--- config.mk ---
export PLATFORM = sky130hd
export DESIGN_NAME = i2c_master_burst
export DESIGN_NICKNAME = d
export VERILOG_FILES = /design/src/rtl/i2c_master_burst.sv
export SDC_FILE = /design/constraint.sdc
export NUM_CORES = 1
export LEC_CHECK = 0
export CAP_MARGIN = 20
export CELL_PAD_IN_SITES_DETAIL_PLACEMENT = 2
export CELL_PAD_IN_SITES_GLOBAL_PLACEMENT = 2
export CORE_ASPECT_RATIO = 0.9
export CORE_MARGIN = 8
export CORE_UTILIZATION = 33
export CTS_BUF_LIST = sky130_fd_sc_hd__clkbuf_4 sky130_fd_sc_hd__clkbuf_8
export DETAILED_ROUTE_END_ITERATION = 10
export PLACE_DENSITY_LB_ADDON = 0.25
export SETUP_SLACK_MARGIN = 0.05
export SYNTH_ARGS = -nofsm -noshare
export SYNTH_HDL_FRONTEND = slang
export SYNTH_SLANG_ARGS = --single-unit
export TNS_END_PERCENT = 1
--- constraint.sdc ---
create_clock -name clk -period 3.8 [get_ports clk]
set_input_delay 1.14 -clock clk [delete_from_list [all_inputs] [get_ports clk]]
set_output_delay 1.14 -clock clk [all_outputs]
set_load 0.02 [all_outputs]
--- src/rtl/i2c_master_burst.sv ---
// Register-addressed I2C burst master: write (S, addr+W, reg, data.., P) and
// read (S, addr+W, reg, Sr, addr+R, data.., P) with an open-drain style SDA enable.
module i2c_master_burst #(
    parameter int CLK_DIV   = 250,
    parameter int MAX_BYTES = 4,
    parameter int LEN_W     = $clog2(MAX_BYTES) + 1
) (
    input  logic                   clk,
    input  logic                   rst,
    input  logic                   start,
    input  logic                   rw,
    input  logic [6:0]             dev_addr,
    input  logic [7:0]             inner_addr,
    input  logic [LEN_W-1:0]       len,
    input  logic [8*MAX_BYTES-1:0] wr_data,
    output logic [8*MAX_BYTES-1:0] rd_data,
    output logic                   busy,
    output logic                   done,
    output logic                   err,
    output logic                   scl,
    output logic                   sda_oe,
    input  logic                   sda_i
);
    typedef enum logic [3:0] {
        IDLE, START, ADDR_W, ACK_A, REG, ACK_R, RSTART, ADDR_R,
        ACK_AR, WDATA, ACK_D, RDATA, MACK, STOP, FIN
    } state_t;

    localparam int DIV_W = (CLK_DIV > 1) ? $clog2(CLK_DIV) : 1;

    state_t                 state_q, state_d;
    logic [DIV_W-1:0]       div_q, div_d;
    logic [1:0]             ph_q, ph_d;
    logic [2:0]             bit_q, bit_d;
    logic [LEN_W-1:0]       byte_q, byte_d;
    logic [7:0]             tx_q, tx_d;
    logic [7:0]             rx_q, rx_d;
    logic                   samp_q, samp_d;
    logic                   rw_q, rw_d;
    logic [6:0]             dev_q, dev_d;
    logic [7:0]             reg_q, reg_d;
    logic [LEN_W-1:0]       len_q, len_d;
    logic [8*MAX_BYTES-1:0] wr_q, wr_d;
    logic [8*MAX_BYTES-1:0] rd_q, rd_d;
    logic                   busy_q, busy_d;
    logic                   done_q, done_d;
    logic                   err_q, err_d;
    logic                   scl_q, scl_d;
    logic                   oe_q, oe_d;

    logic                   tick;
    logic                   last_byte;
    logic [MAX_BYTES-1:0]   rd_sel;

    // One-hot destination slot for the byte currently being received.
    generate
        for (genvar gi = 0; gi < MAX_BYTES; gi++) begin : g_rd_sel
            assign rd_sel[gi] = (byte_q == LEN_W'(gi));
        end
    endgenerate

    always_comb begin
        state_d   = state_q;
        div_d     = div_q;
        ph_d      = ph_q;
        bit_d     = bit_q;
        byte_d    = byte_q;
        tx_d      = tx_q;
        rx_d      = rx_q;
        samp_d    = samp_q;
        rw_d      = rw_q;
        dev_d     = dev_q;
        reg_d     = reg_q;
        len_d     = len_q;
        wr_d      = wr_q;
        rd_d      = rd_q;
        busy_d    = busy_q;
        done_d    = 1'b0;
        err_d     = err_q;
        tick      = (div_q == DIV_W'(CLK_DIV - 1));
        last_byte = (byte_q == len_q - LEN_W'(1));

        if (state_q == IDLE || state_q == FIN) begin
            state_d = IDLE;
            div_d   = '0;
            ph_d    = 2'd0;
            bit_d   = 3'd0;
            byte_d  = '0;
            busy_d  = 1'b0;
            if (start) begin
                rw_d  = rw;
                dev_d = dev_addr;
                reg_d = inner_addr;
                len_d = len;
                wr_d  = wr_data;
                rd_d  = '0;
                err_d = 1'b0;
                if (len == '0 || len > LEN_W'(MAX_BYTES)) begin
                    done_d = 1'b1;
                    err_d  = 1'b1;
                end else begin
                    state_d = START;
                    busy_d  = 1'b1;
                end
            end
        end else begin
            div_d = tick ? '0 : div_q + DIV_W'(1);
            if (tick) begin
                ph_d = ph_q + 2'd1;
                if (ph_q == 2'd2) begin
                    samp_d = sda_i;
                    rx_d   = {rx_q[6:0], sda_i};
                end
                if (ph_q == 2'd3) begin
                    case (state_q)
                        START: begin
                            state_d = ADDR_W;
                            tx_d    = {dev_q, 1'b0};
                        end
                        ADDR_W, REG, ADDR_R, WDATA, RDATA: begin
                            tx_d  = {tx_q[6:0], 1'b0};
                            bit_d = bit_q + 3'd1;
                            if (bit_q == 3'd7) begin
                                case (state_q)
                                    ADDR_W:  state_d = ACK_A;
                                    REG:     state_d = ACK_R;
                                    ADDR_R:  state_d = ACK_AR;
                                    WDATA:   state_d = ACK_D;
                                    default: state_d = MACK;
                                endcase
                                if (state_q == RDATA) begin
                                    for (int i = 0; i < MAX_BYTES; i++) begin
                                        if (rd_sel[i]) rd_d[8*i +: 8] = rx_q;
                                    end
                                end
                            end
                        end
                        ACK_A: begin
                            if (samp_q) begin
                                err_d   = 1'b1;
                                state_d = STOP;
                            end else begin
                                state_d = REG;
                                tx_d    = reg_q;
                            end
                        end
                        ACK_R: begin
                            if (samp_q) begin
                                err_d   = 1'b1;
                                state_d = STOP;
                            end else if (rw_q) begin
                                state_d = RSTART;
                            end else begin
                                state_d = WDATA;
                                tx_d    = wr_q[7:0];
                                wr_d    = wr_q >> 8;
                                byte_d  = '0;
                            end
                        end
                        RSTART: begin
                            state_d = ADDR_R;
                            tx_d    = {dev_q, 1'b1};
                        end
                        ACK_AR: begin
                            if (samp_q) begin
                                err_d   = 1'b1;
                                state_d = STOP;
                            end else begin
                                state_d = RDATA;
                                byte_d  = '0;
                            end
                        end
                        ACK_D: begin
                            if (samp_q) begin
                                err_d   = 1'b1;
                                state_d = STOP;
                            end else if (last_byte) begin
                                state_d = STOP;
                            end else begin
                                state_d = WDATA;
                                tx_d    = wr_q[7:0];
                                wr_d    = wr_q >> 8;
                                byte_d  = byte_q + LEN_W'(1);
                            end
                        end
                        MACK: begin
                            if (last_byte) begin
                                state_d = STOP;
                            end else begin
                                state_d = RDATA;
                                byte_d  = byte_q + LEN_W'(1);
                            end
                        end
                        STOP: begin
                            state_d = FIN;
                            done_d  = 1'b1;
                            busy_d  = 1'b0;
                        end
                        default: state_d = IDLE;
                    endcase
                end
            end
        end

        // Pin levels are a pure function of the upcoming state/phase so they register cleanly.
        scl_d = 1'b1;
        oe_d  = 1'b0;
        case (state_d)
            START: begin
                scl_d = 1'b1;
                oe_d  = ph_d[1];
            end
            RSTART: begin
                scl_d = (ph_d != 2'd0);
                oe_d  = ph_d[1];
            end
            STOP: begin
                scl_d = (ph_d != 2'd0);
                oe_d  = ~ph_d[1];
            end
            ADDR_W, REG, ADDR_R, WDATA: begin
                scl_d = ph_d[1];
                oe_d  = ~tx_d[7];
            end
            ACK_A, ACK_R, ACK_AR, ACK_D, RDATA: begin
                scl_d = ph_d[1];
                oe_d  = 1'b0;
            end
            MACK: begin
                scl_d = ph_d[1];
                oe_d  = (byte_d != len_d - LEN_W'(1));
            end
            default: begin
                scl_d = 1'b1;
                oe_d  = 1'b0;
            end
        endcase
    end

    always_ff @(posedge clk) begin
        if (rst) begin
            state_q <= IDLE;
            div_q   <= '0;
            ph_q    <= 2'd0;
            bit_q   <= 3'd0;
            byte_q  <= '0;
            tx_q    <= 8'd0;
            rx_q    <= 8'd0;
            samp_q  <= 1'b0;
            rw_q    <= 1'b0;
            dev_q   <= 7'd0;
            reg_q   <= 8'd0;
            len_q   <= '0;
            wr_q    <= '0;
            rd_q    <= '0;
            busy_q  <= 1'b0;
            done_q  <= 1'b0;
            err_q   <= 1'b0;
            scl_q   <= 1'b1;
            oe_q    <= 1'b0;
        end else begin
            state_q <= state_d;
            div_q   <= div_d;
            ph_q    <= ph_d;
            bit_q   <= bit_d;
            byte_q  <= byte_d;
            tx_q    <= tx_d;
            rx_q    <= rx_d;
            samp_q  <= samp_d;
            rw_q    <= rw_d;
            dev_q   <= dev_d;
            reg_q   <= reg_d;
            len_q   <= len_d;
            wr_q    <= wr_d;
            rd_q    <= rd_d;
            busy_q  <= busy_d;
            done_q  <= done_d;
            err_q   <= err_d;
            scl_q   <= scl_d;
            oe_q    <= oe_d;
        end
    end

    assign rd_data = rd_q;
    assign busy    = busy_q;
    assign done    = done_q;
    assign err     = err_q;
    assign scl     = scl_q;
    assign sda_oe  = oe_q;

endmodule
==> impl_metrics.env <==
export IMPL_routed_wl_um=21170
export IMPL_syn_inst=741
export IMPL_regToRegSetupSlack_ns=0.52
export IMPL_p_seq_frac=0.492
export IMPL_worstSetupPathType="register to register"
export IMPL_dieArea_mm2=0.02313
export IMPL_cp_start_kind="register"
export IMPL_cp_max_fo=15
export IMPL_p_int_uw=1971
export IMPL_grt_max_degree=60
export IMPL_core_rowCount=47
export IMPL_endpoint_kind="register"
export IMPL_track_usage=0.1834
export IMPL_cp_required_ns=4.18
export IMPL_maxSlewHeadroom=0.4151
export IMPL_whs_path_depth=2
export IMPL_synthFlopType="dfxtp_1"
export IMPL_drt_iter0_markers=321
export IMPL_r2r_cells=8
export IMPL_clock_power_share=0.382
export IMPL_synth_area_per_cell_um2=8.243
export IMPL_rsz0062_at_grt="no"
export IMPL_grt_pass1_wl_um=34370
export IMPL_worstHoldStart="rx_q[7]"
export IMPL_cp_cell_sequence="ha_1, nand4_1, nor2_1, nand2_1, nor3_2, o32ai_1, a21o_1, a31oi_1"
export IMPL_holdWs_ns=0.4661
export IMPL_synth_distinct_cells=71
export IMPL_syn_nets=809
export IMPL_cts_sinks=124
export IMPL_cts_hold_buf=0
export IMPL_first_pass_iters=6
export IMPL_tightest_slew_ns=0.8726
export IMPL_cts_buffer_depth=2
export IMPL_cts_resized=0
export IMPL_grt_ovfl_total=0
export IMPL_cpLargestDelayFamily="simple AND/OR/NAND/NOR gates"
export IMPL_crit_path_top_delay_cell="nor3_2"
export IMPL_fin_skew_ns=0.01479
export IMPL_regToRegStartpoint="div_q[0]"
export IMPL_grt_pass1_vias=6247
export IMPL_vias_per_cell=5.374
export IMPL_antenna_found_initial=0
export IMPL_outcome="complete, no violations"
export IMPL_multi_input_area_mm2=0.003322
export IMPL_ant_nets=0
export IMPL_n_fill_cell=2053
export IMPL_root_buffer="clkbuf_8"
export IMPL_antenna_cells=0
export IMPL_fin_crit_ns=3.282
export IMPL_portBuffers=91
export IMPL_ys_seq_area_frac=0.4064
export IMPL_cts_buffers=17
export IMPL_syn_area_mm2=0.006108
export IMPL_synth_async_reset_ratio=0
export IMPL_via_count=5761
export IMPL_fin_nets=882
export IMPL_setup_tns_ns=0
export IMPL_pin_count=92
export IMPL_p_leak_uw=0.002708
export IMPL_crit_buf_inv=0
export IMPL_synth_edf_count=0
export IMPL_core_area_mm2=0.01829
export IMPL_max_freq_ghz=0.3047
export IMPL_hold_violations=0
export IMPL_die_y_um=145.1
export IMPL_synth_warnings=0
export IMPL_wl_per_cell_um=19.75
export IMPL_cp_arrival_ns=3.67
export IMPL_finalSetupViolations=0
export IMPL_ys_ff_latch=124
export IMPL_min_path_type="register to register"
export IMPL_slew_violations=0
export IMPL_syn2layout_area_growth_pct=23.47
export IMPL_layout_drive_gt1_share=0.08464
export IMPL_fin_crit_sh=0.8637
export IMPL_die_x_um=159.4
export IMPL_peakVddDrop_mv=0.2115
export IMPL_dp_hpwl_um=15830
export IMPL_power_density_mw_per_mm2=371.6
export IMPL_cts_tree="done"
export IMPL_max_stage_delay_ns=0.75
export IMPL_routabilityCongestion=0.8310
export IMPL_reg2reg_to="sda_oe"
export IMPL_power_switching_uw=831.7
export IMPL_register_area_mm2=0.002482
export IMPL_start_util=0.3340
export IMPL_worstHoldEndpoint="rx_q[7]"
export IMPL_clkLatencyLatePin_ns=0.45
export IMPL_path_clk_slew_ns=0.08
export IMPL_htree_levels=4
export IMPL_comb_power_share=0.126
export IMPL_cts_setup_buffers=0
export IMPL_switching_share=0.2968
export IMPL_drcViolationCount=0
export IMPL_drv_cap=0
## area by class of cell
class	instances	share of cell area
multi-input combinational	552	0.4404
sequential	124	0.3291
timing repair buffer	106	0.1354
tap	245	0.04064
clock buffer	18	0.03285
clock inverter	14	0.01510
inverter	13	0.006470
## flip-flops by register name, indices dropped and copies added (netlist names), 2 cells and up
signal	cells
rd_data	32
wr_q	32
div_q	8
reg_q	8
rx_q	8
tx_q	8
dev_q	7
state_q	4
bit_q	3
byte_q	3
len_q	3
ph_q	2
## logic make-up after synthesis
family          synth area share
compound gates            0.1846
xor+xnor                 0.03134
simple gates              0.2581
fa+ha+maj                0.02663
buf+inv                  0.05203
mux                      0.04097
flops                     0.4064
## power groups by stage
stage,sequential [uW],clock (uW),combinational [uW]
6_report,1380,1070,353
2_1_floorplan,1400,0,224
4_1_cts,1380,1110,358
5_1_grt,1380,1170,388
3_3_place_gp,1410,0,346
3_5_place_dp,1410,0,357
## tightest hold or removal path: cells and delay by family (launching register included)
family / cells / cell delay, ns
AO/OA/AOI/OAI: 1 / 0.05
flip-flops: 1 / 0.32
AND/OR/NAND/NOR: 1 / 0.06
## worst max path at each step
stage / start / end / slack (ns) / depth (start not counted)
floorplan: start / sda_oe / 0.99 / 10
global placement: start / sda_oe / 0.51 / 10
detailed placement: start / sda_oe / 0.41 / 10
CTS: div_q[0] / sda_oe / 0.58 / 8
global route: div_q[0] / sda_oe / 0.27 / 8
finish: div_q[0] / sda_oe / 0.52 / 8
## per-stage QoR
stage          utilization  instance area (um2)  power [uW]  setup WS (ns)  cells
3_5_place_dp        0.3926                 7181        1765         0.4061   1040
5_1_grt             0.4124                 7542        2939         0.2690   1072
6_report            0.4124                 7542        2803         0.5179   1072
3_3_place_gp        0.3926                 7181        1752         0.5078   1040
2_1_floorplan            -                 6108        1622         0.9878    741
4_1_cts             0.4124                 7542        2843         0.5829   1072
## Yosys cell counts (all sizes together), types with 7 or more instances
library cell | instances | share of area
a21oi | 42 | 0.034
a222oi | 7 | 0.011
a22oi | 9 | 0.011
a311oi | 32 | 0.047
a31oi | 16 | 0.020
and3 | 9 | 0.0092
buf | 25 | 0.027
clkbuf | 27 | 0.017
dfxtp | 124 | 0.41
ha | 13 | 0.027
inv | 13 | 0.0080
mux2i | 25 | 0.041
nand2 | 136 | 0.084
nand2b | 8 | 0.0082
nand3 | 13 | 0.011
nor2 | 117 | 0.072
nor2b | 8 | 0.0082
nor3 | 12 | 0.013
o21ai | 14 | 0.016
xnor2 | 13 | 0.019
## layer usage
metal | vias up | routed length [um] | GRT usage
li1 | 2761 | - | -
met1 | 2852 | 9831 | 0.2338
met2 | 132 | 10220 | 0.3085
met3 | 16 | 814 | 0.03903
met4 | 0 | 299 | 0.04854
met5 | - | 0 | 0
## cells in the final DEF, fill, tap and decap left out, types with 3 or more instances in the layout
cell type        count
a211oi_1             4
a21o_1               4
a21oi_1             41
a222oi_1             7
a22oi_1              9
a311oi_1            31
a31oi_1             14
and3_1               9
buf_4               16
clkbuf_8            18
clkdlybuf4s50_1     90
clkinv_4             4
clkinvlp_4           6
dfxtp_1            124
ha_1                13
inv_1               13
mux2i_1             25
nand2_1            135
nand2b_1             8
nand3_1             13
nand4_1              5
nand4b_1             3
nor2_1             115
nor2b_1              8
nor3_1               9
nor3b_1              5
nor4_1               5
o21ai_0              8
o21ai_2              4
o32ai_1              3
or3_1                5
xnor2_1             13
xor2_1               6
Power figures use the tool's default switching activity.
